<file path="src/rtl/dds_cmd_seq.sv">
// dds_cmd_seq: queues DDS register commands and issues them one at a time to the serial write engine
module dds_cmd_seq #(
  parameter int DEPTH      = 16,
  parameter int START_W    = 2,
  parameter int GAP_CYCLES = 4,
  parameter int TIMEOUT    = 4096
) (
  input  logic                       clk,
  input  logic                       rst,
  input  logic                       push,
  input  logic [7:0]                 push_addr,
  input  logic [31:0]                push_data,
  output logic                       full,
  output logic [$clog2(DEPTH):0]     level,
  output logic                       busy,
  output logic                       cmd_start,
  output logic [7:0]                 cmd_addr,
  output logic [31:0]                cmd_din,
  input  logic                       cmd_done,
  input  logic [31:0]                cmd_dout,
  output logic                       rb_valid,
  output logic [7:0]                 rb_addr,
  output logic [31:0]                rb_data,
  output logic                       ovf,
  output logic                       timeout_err,
  input  logic                       err_clr
);
  localparam int AW = $clog2(DEPTH);
  localparam int LW = AW + 1;
  localparam int M1 = TIMEOUT > START_W ? TIMEOUT : START_W;
  localparam int CM = M1 > GAP_CYCLES ? M1 : GAP_CYCLES;
  localparam int CW = $clog2(CM + 1);
  localparam int GL = GAP_CYCLES > 1 ? GAP_CYCLES - 1 : 0;

  typedef enum logic [2:0] {IDLE, LOAD, START, WAIT_LOW, WAIT_DONE, GAP} state_t;

  state_t          state, state_n;
  logic [CW-1:0]   cnt;
  logic [39:0]     mem [DEPTH];
  logic [AW-1:0]   wr_ptr, rd_ptr;
  logic [LW-1:0]   level_n;
  logic            push_ok, pop, tout, start_n, rb_n;

  assign push_ok = push & ~full;
  assign level_n = level + LW'(push_ok) - LW'(pop);

  // state register plus a per-state cycle counter that restarts on every state change
  always_ff @(posedge clk) begin
    if (rst) begin
      state <= IDLE;
      cnt   <= '0;
    end else begin
      state <= state_n;
      cnt   <= (state_n != state || state == IDLE) ? '0 : cnt + 1'b1;
    end
  end

  // next-state selection
  always_comb begin
    state_n = state;
    case (state)
      IDLE:      state_n = level != '0 ? LOAD : IDLE;
      LOAD:      state_n = START;
      START:     state_n = cnt == CW'(START_W) ? WAIT_LOW : START;
      WAIT_LOW:  state_n = !cmd_done ? WAIT_DONE : tout ? GAP : WAIT_LOW;
      WAIT_DONE: state_n = (cmd_done || tout) ? GAP : WAIT_DONE;
      GAP:       state_n = cnt == CW'(GL) ? IDLE : GAP;
      default:   state_n = IDLE;
    endcase
  end

  // per-state decodes: pop, timeout, start request and read-back capture
  always_comb begin
    busy    = state != IDLE;
    pop     = state == LOAD;
    tout    = ((state == WAIT_LOW && cmd_done) || (state == WAIT_DONE && !cmd_done)) && cnt == CW'(TIMEOUT - 1);
    start_n = state == START && cnt != CW'(START_W);
    rb_n    = state == WAIT_DONE && cmd_done && cmd_addr[7];
  end

  // command storage; contents need no reset because pointers and level gate every read
  always_ff @(posedge clk) begin
    if (push_ok) mem[wr_ptr] <= {push_addr, push_data};
  end

  // FIFO pointers, occupancy and overflow flag
  always_ff @(posedge clk) begin
    if (rst) begin
      wr_ptr <= '0;
      rd_ptr <= '0;
      level  <= '0;
      full   <= 1'b0;
      ovf    <= 1'b0;
    end else begin
      wr_ptr <= push_ok ? wr_ptr + 1'b1 : wr_ptr;
      rd_ptr <= pop ? rd_ptr + 1'b1 : rd_ptr;
      level  <= level_n;
      full   <= level_n == LW'(DEPTH);
      ovf    <= err_clr ? 1'b0 : (ovf | (push & full));
    end
  end

  // engine-facing registers, read-back capture and timeout flag
  always_ff @(posedge clk) begin
    if (rst) begin
      cmd_start   <= 1'b0;
      cmd_addr    <= '0;
      cmd_din     <= '0;
      rb_valid    <= 1'b0;
      rb_addr     <= '0;
      rb_data     <= '0;
      timeout_err <= 1'b0;
    end else begin
      cmd_start   <= start_n;
      {cmd_addr, cmd_din} <= pop ? mem[rd_ptr] : {cmd_addr, cmd_din};
      rb_valid    <= rb_n;
      rb_addr     <= rb_n ? cmd_addr : rb_addr;
      rb_data     <= rb_n ? cmd_dout : rb_data;
      timeout_err <= err_clr ? 1'b0 : (timeout_err | tout);
    end
  end
endmodule

</file>
<file path="config.mk">
export PLATFORM = sky130hd
export DESIGN_NAME = dds_cmd_seq
export DESIGN_NICKNAME = d
export VERILOG_FILES = /design/src/rtl/dds_cmd_seq.sv
export SDC_FILE = /design/constraint.sdc
export NUM_CORES = 1
export LEC_CHECK = 0
export CORE_MARGIN = 5
export CORE_UTILIZATION = 50
export DETAILED_ROUTE_END_ITERATION = 10
export GPL_TIMING_DRIVEN = 0
export PLACE_DENSITY = 0.69
export SYNTH_ARGS = -nofsm -noshare
export SYNTH_HDL_FRONTEND = slang
export SYNTH_SLANG_ARGS = --single-unit
</file>
<file path="constraint.sdc">
create_clock -name clk -period 5.49 [get_ports clk]
set_clock_uncertainty 0.1 [all_clocks]
set_input_delay 1.098 -clock clk [delete_from_list [all_inputs] [get_ports clk]]
set_output_delay 1.098 -clock clk [all_outputs]
set_load 0.005 [all_outputs]
</file>
# Word level (Yosys, flattened, before mapping)

Memory sizes are Yosys's and may differ from the RTL's. A register that Yosys moved wholly into a read port is not among the register bits.
Cells that the tools add are included.

Output and inout port bits: 91
Memory bits (writable): 640
Register bits after elaboration: 74
Input bits: 77
Logic and storage cells: 58
Memories: 1

Memories:

| name | depth | bits a word | rd ports | clocked after Yosys merged registers in | write ports | line | text |
|---|---|---|---|---|---|---|---|
| mem  | 16    | 40          | 1        | 1                                       | 1           | 39   | `logic [39:0] mem [DEPTH];` |

Equality and inequality tests: 11
Bitwise gates (word level): 5
Reduce and logical (&&, ||, !) cells: 15
Muxes and demuxes: 9
$add $sub $neg: 5

Operator list:

| operator                                                                 | count |
|---|---|
| 13-bit by 2-bit equality test with 1-bit output (second input constant)  | 2 |
| 3-bit case mux with 6 select lines                                       | 1 |
| 13-bit by 1-bit adder with 13-bit output (second input constant)         | 1 |
| 13-bit by 12-bit equality test with 1-bit output (second input constant) | 1 |
| 13-bit by 2-bit != test with 1-bit output (second input constant)        | 1 |
| 3-bit 2-to-1 mux                                                         | 3 |
| 4-bit by 1-bit adder with 4-bit output (second input constant)           | 2 |
| 3-bit by 2-bit equality test with 1-bit output (second input constant)   | 2 |
| 3-bit equality test (second input constant)                              | 2 |
| 1-bit logical AND                                                        | 6 |
| 5-bit by 1-bit adder with 5-bit output                                   | 1 |
| 5-bit equality test (second input constant)                              | 1 |
| 1-bit 2-to-1 mux                                                         | 5 |
| 5-bit nonzero test                                                       | 1 |
| 5-bit by 1-bit subtractor with 5-bit output                              | 1 |
| 2-bit OR reduction                                                       | 2 |
| 3-bit by 1-bit equality test with 1-bit output (second input constant)   | 1 |
| 3-bit zero test                                                          | 1 |
| 1-bit logical OR                                                         | 3 |
| 3-bit != test                                                            | 1 |
| 3-bit nonzero test                                                       | 1 |
| 1-bit bitwise AND                                                        | 2 |
| 1-bit bitwise OR                                                         | 2 |
| 1-bit zero test                                                          | 1 |
| 1-bit NOT                                                                | 1 |

# Longest topological paths before layout

Depth after elaboration: 10
Depth in mapped cells: 13
Mapped depth without buffers: 12

# Least setup slack after synthesis

Ideal clock, no wire load.

Kind: input -> register
From: in push
To: mem mem[3][0] (enable)
Stages on the path: 4
Slack: 503 ps
Library setup time: 487 ps
Required time: 4,903 ps
Path buffers: 1
Arrival time: 4,400 ps
Cells stage by stage: nor2b_1 > clkbuf_1 > nand2_1 > nor3_1

Cells in the longest elaborated chain, start to end: 3

RTL lines:

| what                                   | line | text |
|---|---|---|
| from (decl)                            | 10   | `input logic push,` |
| 1-bit bitwise AND                      | 44   | `assign push_ok = push & ~full;` |
| 1-bit 2-to-1 mux                       | 83   | `if (push_ok) mem[wr_ptr] <= {push_addr, push_data};` |
| 1-bit 2-to-1 mux (implied by the code) | 83   |  |
| to (decl)                              | 39   |  |

Every way passes these cells.

# Worst setup path after layout

From: in push
To: mem mem[0][10] (enable)

Same word-level chain as after synthesis.

==> impl_summary.md <==
Outcome
The run finished with clean final reports.

Cells and area
The fraction of final layout cells sized beyond drive strength 1 is 19.90%. The flip-flop and latch area is 0.02150 mm^2. The synthesis-to-finish area growth is 20.26%. The layout has 4015 filler cells. The count of nets after finishing is 1834. The area of all placed cells without fillers is 0.03407 mm^2.

The final instance count without filler cells is 2562. Summing all multi-input logic gate instances after layout gives 0.006536 mm^2. For this run, the share of the core covered by cells in the final layout is 60.54%.

Power
For this design the static power due to leakage is 10.54 nW. IR analysis of the VDD net gives a maximum drop of 0.2834 mV. In this run the power density over the cells is 406.7 mW/mm^2. The total power draw is 13.85 mW.

Floorplanning
The die is 248.0 um wide. The number of placement rows is 87. 168 I/O pins were placed.

The area inside the core boundary is 0.05628 mm^2. Measured along the y axis, the die boundary spans 248.0 um. The die covers 0.06152 mm^2. Once the floorplan was initialized, standard cells occupied 50.34% of the core.

CTS
The clock net in this run drives a total of 754 sinks. The clock passes through at most 3 buffers. Once the clock tree was built, the resizer swapped 0 gates to a different size. The post-CTS clock slew at the launch and capture registers of the worst setup and hold paths is 60 ps. TritonCTS built the clock tree. The number of hold buffers added after CTS is 0.

The later-pin clock latency in the skew report is 610 ps. The tree is rooted in a sky130_fd_sc_hd__clkbuf_16. Buffers added to address setup during post-CTS repair amount to 0. The CTS buffer count is 77.

CTS built an H-tree with a depth of 3.

Setup path
The setup path with the least slack is of type primary input to flop. The startpoint identified for the worst register-to-register timing path is full$_SDFF_PP0_. Counting both buffers and inverters, the worst setup path holds a total of 6. The element type at the critical path end is a flop.

The setup slack of the worst register-to-register path is 2290 ps. The most used cell along the critical path is sky130_fd_sc_hd__buf_6. Along the worst path, the maximum fanout reaches 9. The category of cells accounting for the largest share of critical-path delay is buffers and inverters. At the worst endpoint, the required time is 5700 ps. The worst register-to-register path ends at mem[0][10]$_DFFE_PP_. The kind of start point of the critical path is a primary input. The critical path goes through clkdlybuf4s50_1 > nor2b_1 > clkbuf_1 > nand2_1 > nor3_2 > buf_6 > buf_6 > buf_8 > buf_6. The worst path arrival time is 4120 ps. Tracing the worst setup path back leads to its startpoint at push. The maximum single-stage delay on the critical path is 800 ps. The count of cells along the worst register-to-register path is 8.

The slowest stage of the critical path is the sky130_fd_sc_hd__nor3_2 cell.

Synthesis
After synthesis the cells add up to 0.02833 mm^2. The dominant cell by count in the synthesized netlist is sky130_fd_sc_hd__edfxtp_1. The number of library cell types mapped by synthesis is 51.

The primary flip-flop cell chosen by synthesis mapping is sky130_fd_sc_hd__edfxtp_1. After technology mapping, the gate count stands at 1461. The average instance in the mapped netlist occupies 19.39 um^2. Sequential elements use 75.89% of the synthesized area. The number of enable-type register cells in the synthesized netlist is 640. In the synthesized netlist, the cells that appear most often are 640 x sky130_fd_sc_hd__edfxtp_1, 160 x sky130_fd_sc_hd__mux4_2, 134 x sky130_fd_sc_hd__nand2_1, 114 x sky130_fd_sc_hd__dfxtp_1, 46 x sky130_fd_sc_hd__a21oi_1. In the post-synthesis netlist, the biggest area contributors are sky130_fd_sc_hd__edfxtp_1 68%, sky130_fd_sc_hd__mux4_2 13%, sky130_fd_sc_hd__dfxtp_1 8.1%. The cell taking the most area after synthesis is sky130_fd_sc_hd__edfxtp_1.

For this run, asynchronously set or reset flops after synthesis account for 0%. Yosys printed 0 warnings. The synthesized net count is 1552. The flip-flop and latch count after synthesis is 754. The share of the synthesized area in the top cell type is 67.84%.

Route
After detailed routing, the number of vias per cell comes to 5.757. Detailed routing inserted a total of 14750 vias. After the first detailed-routing iteration, the DRC count stood at 1332. The detailed-route wire length is 64.23 mm. The count of nets left with antenna violations once routing finished came out at 0.

Dividing the detail-routed wire length by the instance count gives 25.07 um. The remaining routing DRC violations is 0. The first detailed-routing pass ran for 5 iterations.

GRT
The initial antenna violation count came to 4. The wire length of the first global-routing pass is 95.91 mm. Across every metal layer, demand over resource in global routing totals 21.00%.

The via count of the first global-routing pass is 15286. Global routing finished with a remaining overflow of 0. Entering global routing, the biggest net connects 24 pins.

STA
The post-route worst setup slack is 1587 ps. The time the final worst path needs with I/O delays and setup is 3903 ps. The aggregate negative setup slack is 0 ps.

Setup repair after global routing left no endpoint under its margin. The final number of max-transition violations is 0. Dividing the final minimum period by the clock period gives 71.10%. Hold is met by 352.4 ps. The hold violation count in the final report is 0. The number of setup violations in the final report is 0. Measured against its own limit, the worst slew margin works out to 25.38%. The top achievable clock speed is 0.2562 GHz. For the pin with the worst max-slew slack, the measured transition is 1119 ps.

Placed design
The number of buffers added on ports is 167. Including well taps, the total number of placed cells is 2420. The placed instances occupy a cell area of 0.03162 mm^2. The HPWL after detailed placement is 41.08 mm.

At the end of routability-driven placement, the weighted congestion stood at 0.7800. At the placement stage, the worst setup path has a slack of 1015 ps.

Job
The number of maximum-capacitance constraint violations is 0.

Min path
The worst hold path belongs to the class flop to flop. The cell count of the worst hold path is 2. The sink of the worst hold path is rb_data[6]$_SDFFE_PP0P_. In this run the most critical hold path is launched from rb_data[6]$_SDFFE_PP0P_.
-- cell families after synthesis --
group / Yosys count / synth area share (%)
simple gates: 239 / 3.789
fa+ha+maj: 14 / 0.6448
flops: 754 / 75.89
xor+xnor: 21 / 0.6492
buf+inv: 92 / 1.426
mux: 201 / 14.17
compound gates: 140 / 3.432
-- where the power goes --
| group | internal (mW) | switching [mW] |
|---|---|---|
| Sequential | 6.52 | 0.153 |
| Clock | 2.97 | 2.08 |
| Combinational | 1.04 | 1.09 |
-- layout by cell type, fill, tap and decap left out, drive strengths merged, types with 4 or more instances in the layout --
| master | n |
|---|---|
| a21oi | 46 |
| a22oi | 40 |
| and3 | 5 |
| buf | 76 |
| bufinv | 5 |
| clkbuf | 146 |
| clkdlybuf4s50 | 167 |
| clkinv | 28 |
| dfxtp | 114 |
| edfxtp | 640 |
| ha | 13 |
| inv | 12 |
| mux2i | 41 |
| mux4 | 160 |
| nand2 | 134 |
| nand2b | 8 |
| nand3 | 6 |
| nand4 | 5 |
| nor2 | 39 |
| nor2b | 4 |
| nor3 | 23 |
| nor4 | 4 |
| o211ai | 40 |
| xnor2 | 10 |
| xor2 | 11 |
-- worst max path at each step --
stage	end	slack, ps	depth (start not counted)
final	mem[0][10]$_DFFE_PP_	1590	9
after global routing	mem[0][10]$_DFFE_PP_	1500	9
after CTS	mem[0][14]$_DFFE_PP_	1650	9
after detailed placement	mem[0][9]$_DFFE_PP_	1020	9
after global placement	mem[3][14]$_DFFE_PP_	-3390	5
after floorplan	mem[3][0]$_DFFE_PP_	500	4
-- sequential cells by signal, summed over array words and instances (netlist names), 4 cells and up --
| name | cells |
|---|---|
| mem | 640 |
| level | 5 |
| cmd_addr | 8 |
| rb_addr | 8 |
| wr_ptr | 4 |
| cnt | 13 |
| cmd_din | 32 |
| rb_data | 32 |
| rd_ptr | 4 |
-- area by class of cell --
cell class,instances,share of cell area (%)
Multi-Input combinational cell,615,19.18
Antenna cell,2,0.01469
Clock inverter,35,0.8667
Timing Repair Buffer,203,6.563
Buffer,81,1.065
Tap cell,756,2.776
Clock buffer,105,6.302
Sequential cell,754,63.11
Inverter,11,0.1212
-- worst min-delay path, stage by stage, from the launching register on --
cell and delay (ps):
sky130_fd_sc_hd__dfxtp_1 310, sky130_fd_sc_hd__nand2_1 50, sky130_fd_sc_hd__a21oi_1 50
-- layer usage --
layer  share of wire [%]  global-route usage [%]  vias to the layer above
met2                  49                   34.73                      617
li1                    -                       -                     6447
met3                 8.6                   4.882                      104
met5               0.056                       0                        -
met4                 1.9                   5.907                        6
met1                  40                   28.47                     7576
Note: power is estimated with default switching activity, not from simulation.
